File: src/rtl/gate_pkg.sv
// Shared types and constants for the two-beam gate sequence detector.
package gate_pkg;

    localparam int DEFAULT_DEBOUNCE_CYCLES = 4;

    // Beam pair codes as {outer, inner}; 1 means the beam is blocked.
    localparam logic [1:0] P_CLEAR = 2'b00;
    localparam logic [1:0] P_INNER = 2'b01;
    localparam logic [1:0] P_OUTER = 2'b10;
    localparam logic [1:0] P_BOTH  = 2'b11;

    typedef enum logic [2:0] {
        IDLE       = 3'd0,
        EN_OUT     = 3'd1,
        EN_BOTH    = 3'd2,
        EN_IN      = 3'd3,
        EX_IN      = 3'd4,
        EX_BOTH    = 3'd5,
        EX_OUT     = 3'd6,
        WAIT_CLEAR = 3'd7
    } gateState_e;

endpackage

File: src/rtl/sensor_debounce.sv
// One beam sensor: 2-flop synchronizer followed by a consecutive-mismatch debouncer.
module sensor_debounce #(
    parameter int DEBOUNCE_CYCLES = 4
) (
    input  logic clk_i,
    input  logic reset_ni,
    input  logic raw_i,
    output logic deb_o
);

    localparam logic [7:0] LastCount = 8'(DEBOUNCE_CYCLES - 1);

    logic       meta_q;
    logic       sync_q;
    logic       deb_q;
    logic       deb_d;
    logic [7:0] count_q;
    logic [7:0] count_d;

    // Any sample that agrees with the debounced value restarts the run, so short glitches never land.
    always_comb begin
        deb_d   = deb_q;
        count_d = '0;
        if (sync_q != deb_q) begin
            if (count_q == LastCount) begin
                deb_d = sync_q;
            end else begin
                count_d = count_q + 8'd1;
            end
        end
    end

    always_ff @(posedge clk_i) begin
        if (!reset_ni) begin
            meta_q  <= 1'b0;
            sync_q  <= 1'b0;
            deb_q   <= 1'b0;
            count_q <= '0;
        end else begin
            meta_q  <= raw_i;
            sync_q  <= meta_q;
            deb_q   <= deb_d;
            count_q <= count_d;
        end
    end

    assign deb_o = deb_q;

endmodule

File: src/rtl/gate_sequence_detector.sv
// Two-beam gate: classifies debounced outer/inner beam sequences into entry, exit or error pulses.
module gate_sequence_detector
    import gate_pkg::*;
#(
    parameter int DEBOUNCE_CYCLES = DEFAULT_DEBOUNCE_CYCLES
) (
    input  logic clk,
    input  logic reset,
    input  logic outer,
    input  logic inner,
    output logic enter,
    output logic exit,
    output logic seq_err
);

    logic       debOuter;
    logic       debInner;
    logic [1:0] pair;

    gateState_e state_q, state_d;
    logic       enter_q, enter_d;
    logic       exit_q, exit_d;
    logic       err_q, err_d;

    sensor_debounce #(.DEBOUNCE_CYCLES(DEBOUNCE_CYCLES)) uOuter (
        .clk_i    (clk),
        .reset_ni (reset),
        .raw_i    (outer),
        .deb_o    (debOuter)
    );

    sensor_debounce #(.DEBOUNCE_CYCLES(DEBOUNCE_CYCLES)) uInner (
        .clk_i    (clk),
        .reset_ni (reset),
        .raw_i    (inner),
        .deb_o    (debInner)
    );

    assign pair = {debOuter, debInner};

    // Holding the current pair keeps the state; stepping back one pair or clearing is silent.
    always_comb begin
        state_d = state_q;
        enter_d = 1'b0;
        exit_d  = 1'b0;
        err_d   = 1'b0;
        unique case (state_q)
            IDLE: begin
                if (pair == P_OUTER)      state_d = EN_OUT;
                else if (pair == P_INNER) state_d = EX_IN;
                else if (pair == P_BOTH)  begin state_d = WAIT_CLEAR; err_d = 1'b1; end
            end
            EN_OUT: begin
                if (pair == P_BOTH)       state_d = EN_BOTH;
                else if (pair == P_CLEAR) state_d = IDLE;
                else if (pair == P_INNER) begin state_d = WAIT_CLEAR; err_d = 1'b1; end
            end
            EN_BOTH: begin
                if (pair == P_INNER)      state_d = EN_IN;
                else if (pair == P_OUTER) state_d = EN_OUT;
                else if (pair == P_CLEAR) state_d = IDLE;
            end
            EN_IN: begin
                if (pair == P_CLEAR)      begin state_d = IDLE; enter_d = 1'b1; end
                else if (pair == P_BOTH)  state_d = EN_BOTH;
                else if (pair == P_OUTER) begin state_d = WAIT_CLEAR; err_d = 1'b1; end
            end
            EX_IN: begin
                if (pair == P_BOTH)       state_d = EX_BOTH;
                else if (pair == P_CLEAR) state_d = IDLE;
                else if (pair == P_OUTER) begin state_d = WAIT_CLEAR; err_d = 1'b1; end
            end
            EX_BOTH: begin
                if (pair == P_OUTER)      state_d = EX_OUT;
                else if (pair == P_INNER) state_d = EX_IN;
                else if (pair == P_CLEAR) state_d = IDLE;
            end
            EX_OUT: begin
                if (pair == P_CLEAR)      begin state_d = IDLE; exit_d = 1'b1; end
                else if (pair == P_BOTH)  state_d = EX_BOTH;
                else if (pair == P_INNER) begin state_d = WAIT_CLEAR; err_d = 1'b1; end
            end
            WAIT_CLEAR: begin
                if (pair == P_CLEAR)      state_d = IDLE;
            end
            default: state_d = IDLE;
        endcase
    end

    always_ff @(posedge clk) begin
        if (!reset) begin
            state_q <= IDLE;
            enter_q <= 1'b0;
            exit_q  <= 1'b0;
            err_q   <= 1'b0;
        end else begin
            state_q <= state_d;
            enter_q <= enter_d;
            exit_q  <= exit_d;
            err_q   <= err_d;
        end
    end

    assign enter   = enter_q;
    assign exit    = exit_q;
    assign seq_err = err_q;

endmodule

File: config.mk
export PLATFORM = sky130hd
export DESIGN_NAME = gate_sequence_detector
export DESIGN_NICKNAME = d
export VERILOG_FILES = /design/src/rtl/gate_pkg.sv /design/src/rtl/sensor_debounce.sv /design/src/rtl/gate_sequence_detector.sv
export SDC_FILE = /design/constraint.sdc
export NUM_CORES = 1
export LEC_CHECK = 0
export BUFFER_PORTS_ARGS = -buffer_cell sky130_fd_sc_hd__buf_2
export CORE_MARGIN = 3
export CORE_UTILIZATION = 45
export CTS_BUF_LIST = sky130_fd_sc_hd__clkbuf_16
export DETAILED_ROUTE_END_ITERATION = 8
export PLACE_DENSITY_LB_ADDON = 0.25
export SYNTH_ARGS = -nofsm -noshare
export SYNTH_HDL_FRONTEND = slang
export SYNTH_SLANG_ARGS = --single-unit
export TNS_END_PERCENT = 30
File: constraint.sdc
create_clock -name clk -period 3.2 [get_ports clk]
set_input_delay 0.48 -clock clk [delete_from_list [all_inputs] [get_ports clk]]
set_output_delay 0.48 -clock clk [all_outputs]
set_load 0.03 [all_outputs]
Yosys cells after proc, flatten, opt, wreduce, memory -nomap -nowiden
Index checks and enable logic that the tools add are counted.
{"block": "word_totals", "reg_bits": 28, "latchBits": 0, "ramBits": 0, "rom_bits": 0, "inputBits": 4, "output_inout_bits": 3, "word_cells": 74, "mem_count": 0}
{"block": "op_classes", "addsub": 2, "multipliers": 0, "div": 0, "order_cmp": 0, "eq_ne": 15, "n_shift": 0, "mux": 34, "bitwise_logic": 3, "n_reduce_logical": 8}
{"op": "$mux W3", "count": 18}
{"op": "$pmux W3 S8", "count": 1}
{"op": "$add A8 B1 Y8 const B", "count": 2}
{"op": "$eq A8 B2 Y1 const B", "count": 2}
{"op": "$mux W1", "count": 14}
{"op": "$eq A3 B3 Y1 const B", "count": 4}
{"op": "$reduce_and A2 Y1", "count": 4}
{"op": "$eq A3 B2 Y1 const B", "count": 2}
{"op": "$reduce_or A3 Y1", "count": 2}
{"op": "$pmux W1 S5", "count": 1}
{"op": "$eq A2 B2 Y1 const B", "count": 2}
{"op": "$ne A4 B4 Y1 const B", "count": 1}
{"op": "$eq A3 B1 Y1 const B", "count": 1}
{"op": "$logic_not A3 Y1", "count": 1}
{"op": "$not A1 Y1", "count": 3}
{"op": "$eq A2 B1 Y1 const B", "count": 1}
{"op": "$logic_not A2 Y1", "count": 1}
{"op": "$ne A1 B1 Y1", "count": 2}

Logic depth before layout (Yosys ltp)
{"block": "logic_depth", "depth_word": 5, "depth_mapped": 7, "depth_no_buf": 6}

Cells and area by module
Synthesis repeated with hierarchy kept, for this count alone.
{"block": "unflattened", "cells_unflattened": 172, "area_unflattened_um2": 1529.0}
{"module": "gate_sequence_detector", "n_inst": 1, "cells_per_inst": 75, "area_each_um2": 618.1, "seq_area_each_um2": 120.1}
{"module": "sensor_debounce at uOuter", "n_inst": 1, "cells_per_inst": 50, "area_each_um2": 470.5, "seq_area_each_um2": 220.2}
{"module": "sensor_debounce at uInner", "n_inst": 1, "cells_per_inst": 47, "area_each_um2": 440.4, "seq_area_each_um2": 220.2}

Worst setup path after synthesis
OpenSTA, ideal clock, no wires.
{"block": "synth_path", "kind": "reg2reg", "startpoint": "register uOuter.deb_q, in the netlist uOuter.deb_o", "endpoint": "register err_q, in the netlist seq_err", "setup_time_ns": 0.116, "arrival_time_ns": 1.485, "required_ns": 3.084, "path_slack_ns": 1.600, "path_stages_with_launch": 8, "n_path_buf": 1, "synth_period_minus_slack_ns": 1.600, "cell_sequence": "dfxtp_1 > buf_4 > inv_2 > ha_1 > mux2_4 > a22oi_2 > o22ai_1 > and3_1"}
{"block": "synth_via", "elab_chain_cells": 5, "elab_cells_between_ends": 18, "classes_between": "eq/ne: 3; mux: 14; reduce/logical: 1"}
{"item": "from (decl)", "line_no": "sensor_debounce.sv:15", "source": "logic deb_q;"}
{"item": "from (signal assigned)", "line_no": "sensor_debounce.sv:37", "source": "deb_q <= 1'b0;"}
{"item": "from (signal assigned)", "line_no": "sensor_debounce.sv:42", "source": "deb_q <= deb_d;"}
{"item": "$eq A2 B1 Y1, or another cell as far along", "line_no": "gate_sequence_detector.sv:50, gate_sequence_detector.sv:56, gate_sequence_detector.sv:81"}
{"item": "$mux W1, on equally long branches (3 in a row)"}
{"item": "$pmux W1 S5 (*)", "line_no": "gate_sequence_detector.sv:47", "source": "unique case (state_q)"}
{"item": "to (signal assigned)", "line_no": "gate_sequence_detector.sv:100", "source": "err_q <= err_d;"}
{"item": "to (decl)", "line_no": "gate_sequence_detector.sv:23", "source": "logic err_q, err_d;"}
Every way passes the cells marked *; elsewhere a longest branch is shown, timed or not.
A chain may end at the register's enable or synchronous reset.

Worst setup path in the final report
Same ends and word-level chain as after synthesis.

==> reports/qor.yml <==
timing:
  drv_slew: 0
  hold_viol_final: 0
  skew_ns: 0.00255
  whs_ns: 0.434
  rsz0062_at_grt: "false"
  fin_crit_sh_pct: 56.4
  max_clock_freq_ghz: 0.554
  tightestPinTransition_ns: 0.606
  totalNegativeSetupSlack_ns: 0
  min_period_ns: 1.80
  setup_violations: 0
  relSlewSlack_pct: 59.5
  layout_setup_ws_ns: 1.40
critical_path:
  reg2reg_to: "seq_err"
  cpPeakStageDelay_ns: 0.57
  worst-path-buf-inv: 1
  crit_required_ns: 3.35
  path_cells: "inv_2, ha_1, mux2_4, a22oi_2, o22ai_1, and3_1"
  crit_path_start_kind: "flip-flop"
  endpoint_kind: "flip-flop"
  cp.arrival_ns: 1.95
  path_class: "reg -> reg"
  path_max_fanout: 12
  r2r_cells: 6
  r2r_start: "uOuter.deb_o"
  path_delay_family: "flip-flops"
  cp_slowest_cell: "dfxtp_1"
  ff2ff_setup_slack_ns: 1.40
place:
  hpwl_um: 1780
  place_ws_ns: 1.41
  port_buffers: 6
  gp_congestion: 0.815
die:
  die_area_sq_mm: 0.00393
  die_w_um: 62.7
  std_cell_rows: 19
  core_area_sq_mm: 0.00290
  die_h_um: 62.7
  ios: 7
  initial_core_util_pct: 49.8
clocking:
  clockBufferDepth: 2
  cts_hold_buffers: 0
  cts_resized: 0
  cts_setup_buffers: 0
  cts-root-buf: "clkbuf_16"
  cts_buffers: 3
  cts_sinks: 28
  cts_tree: "built"
  htreeDepth: 1
  clk_pin_slew_ns: 0.06
  clk_latency_ns: 0.25
drt:
  wl_per_cell_um: 12.2
  drtAntennaViolNets: 0
  via_per_inst: 5.18
  drc: 0
  drtIter0Drc: 33
  dr.pass1.iters: 4
  vias: 1077
  wirelength_um: 2540
power:
  power.leakage_uw: 0.000605
  total_power_uw: 748
  ir_drop_v: 0.000421
  p_per_area_mw_per_mm2: 482
min_path:
  worstHoldEndpoint: "uInner.meta_q"
  hp-class: "in -> reg"
  hold_depth: 2
  hp-start: "inner"
yosys:
  syn_area_sq_mm: 0.00145
  syn-num-nets: 178
  synth-seq-cells: 28
  synth-edff-count: 0
  synth_ff_type: "dfxtp_1"
  yosys_warnings: 0
  synthCells: 165
  synthArstFlopShare_pct: 0
  synthDistinctLibCells: 38
  yosysSeqAreaShare_pct: 38.8
  syn_avg_cell_area_sq_um: 8.76
cells_and_area:
  final_nets: 181
  drive_above_1_share_pct: 9.64
  syn_to_final_growth_pct: 7.53
  antenna_cells: 0
grt:
  grt_max_degree: 18
  grt_pass1_wl_um: 4570
  grt_usage_pct: 14.0
  antenna_found_initial: 0
  gr-total-overflow: 0
  grt_pass1_vias: 1056
run:
  maxCapViolCount: 0
status:
  outcome: "finished clean"
==> power breakdown <==
| part | internal (uW) | switching, uW |
|---|---|---|
| Sequential | 360 | 34.9 |
| Combinational | 44.9 | 41.6 |
| Clock | 165 | 101 |
| Total | 571 | 178 |
==> area by class of cell <==
| cell class | count | area, sq um |
|---|---|---|
| Sequential cell | 28 | 561 |
| Timing Repair Buffer | 6 | 30.0 |
| Inverter | 4 | 15.0 |
| Clock buffer | 3 | 75.1 |
| Multi-Input combinational cell | 125 | 821 |
| Fill cell | 290 | 1350 |
| Tap cell | 42 | 52.6 |
==> routing by layer <==
layer / vias to the layer above / wire length, um / global-route usage, %
met5: - / 0 / 0
met3: 2 / 77 / 4.14
met2: 8 / 1210 / 23.7
li1: 575 / - / -
met1: 492 / 1230 / 17.2
met4: 0 / 18 / 3.58
==> layout by cell type, fill, tap and decap left out, types with 2 or more instances in the layout <==
cell,count
o211a_1,2
inv_1,2
mux2i_1,2
and3_1,5
buf_2,6
nor3_1,3
nor4_1,2
nand2b_1,2
nand2_1,4
nor2_1,29
dfxtp_1,28
clkbuf_16,3
and2_1,4
a21oi_1,5
a21boi_0,2
xnor2_1,2
nand3_1,16
o31a_1,3
xor2_1,12
inv_2,2
nor2b_1,3
o21ai_0,7
ha_1,9
==> registers in the layout, summed over array words and instances (netlist names) <==
signal	cells
uInner.count_q	8
uOuter.count_q	8
state_q	3
enter	1
exit	1
seq_err	1
uInner.deb_o	1
uInner.meta_q	1
uInner.sync_q	1
uOuter.deb_o	1
uOuter.meta_q	1
uOuter.sync_q	1
==> logic make-up (layout without fill, tap and decap cells) <==
logic type,count (synthesis),count (layout),synth area share (%)
flops,28,28,38.8
fa+ha+maj,9,9,7.79
buf+inv,12,13,4.42
compound gates,26,26,12.4
simple gates,72,72,24.9
mux,4,4,3.20
xor+xnor,14,14,8.49
==> worst max-delay path by stage <==
stage / from / end / cells past startpoint
global route: uInner.deb_o / state_q[0] / 6
CTS: uOuter.deb_o / seq_err / 6
floorplan: uOuter.deb_o / seq_err / 7
detailed placement: uOuter.deb_o / seq_err / 6
global placement: uInner.deb_o / state_q[2] / 6
finish: uOuter.deb_o / seq_err / 6
==> through the flow <==
stage          utilization, %  cells  area (sq um)
2_1_floorplan               -    165          1450
3_3_place_gp             51.0    205          1480
3_5_place_dp             51.0    205          1480
4_1_cts                  53.6    208          1550
5_1_grt                  53.6    208          1550
6_report                 53.6    208          1550
==> synth_stat cells (2+ instances only) <==
library cell | number | area [sq um]
o31a_1 | 3 | 26.3
o211a_1 | 2 | 20.0
xor2_1 | 12 | 105
nand2b_1 | 2 | 12.5
a21oi_1 | 5 | 25.0
nand2_1 | 4 | 15.0
and3_1 | 5 | 31.3
and2_1 | 4 | 25.0
mux2i_1 | 2 | 20.0
nor2b_1 | 3 | 18.8
o21ai_0 | 7 | 35.0
clkbuf_1 | 2 | 7.51
nand3_1 | 16 | 80.1
buf_4 | 2 | 15.0
nor3_1 | 3 | 15.0
nor2_1 | 29 | 109
nor4_1 | 2 | 12.5
inv_2 | 2 | 7.51
inv_1 | 2 | 7.51
a21boi_0 | 2 | 15.0
buf_2 | 3 | 15.0
xnor2_1 | 2 | 17.5
ha_1 | 9 | 113
dfxtp_1 | 28 | 561
==> worst register-to-register path, cell delays in order, from the launching register on <==
cell and delay (ns):
dfxtp_1 0.57, inv_2 0.13, ha_1 0.29, mux2_4 0.28
a22oi_2 0.17, o22ai_1 0.08, and3_1 0.18
Note: power is estimated with default switching activity, not from simulation.
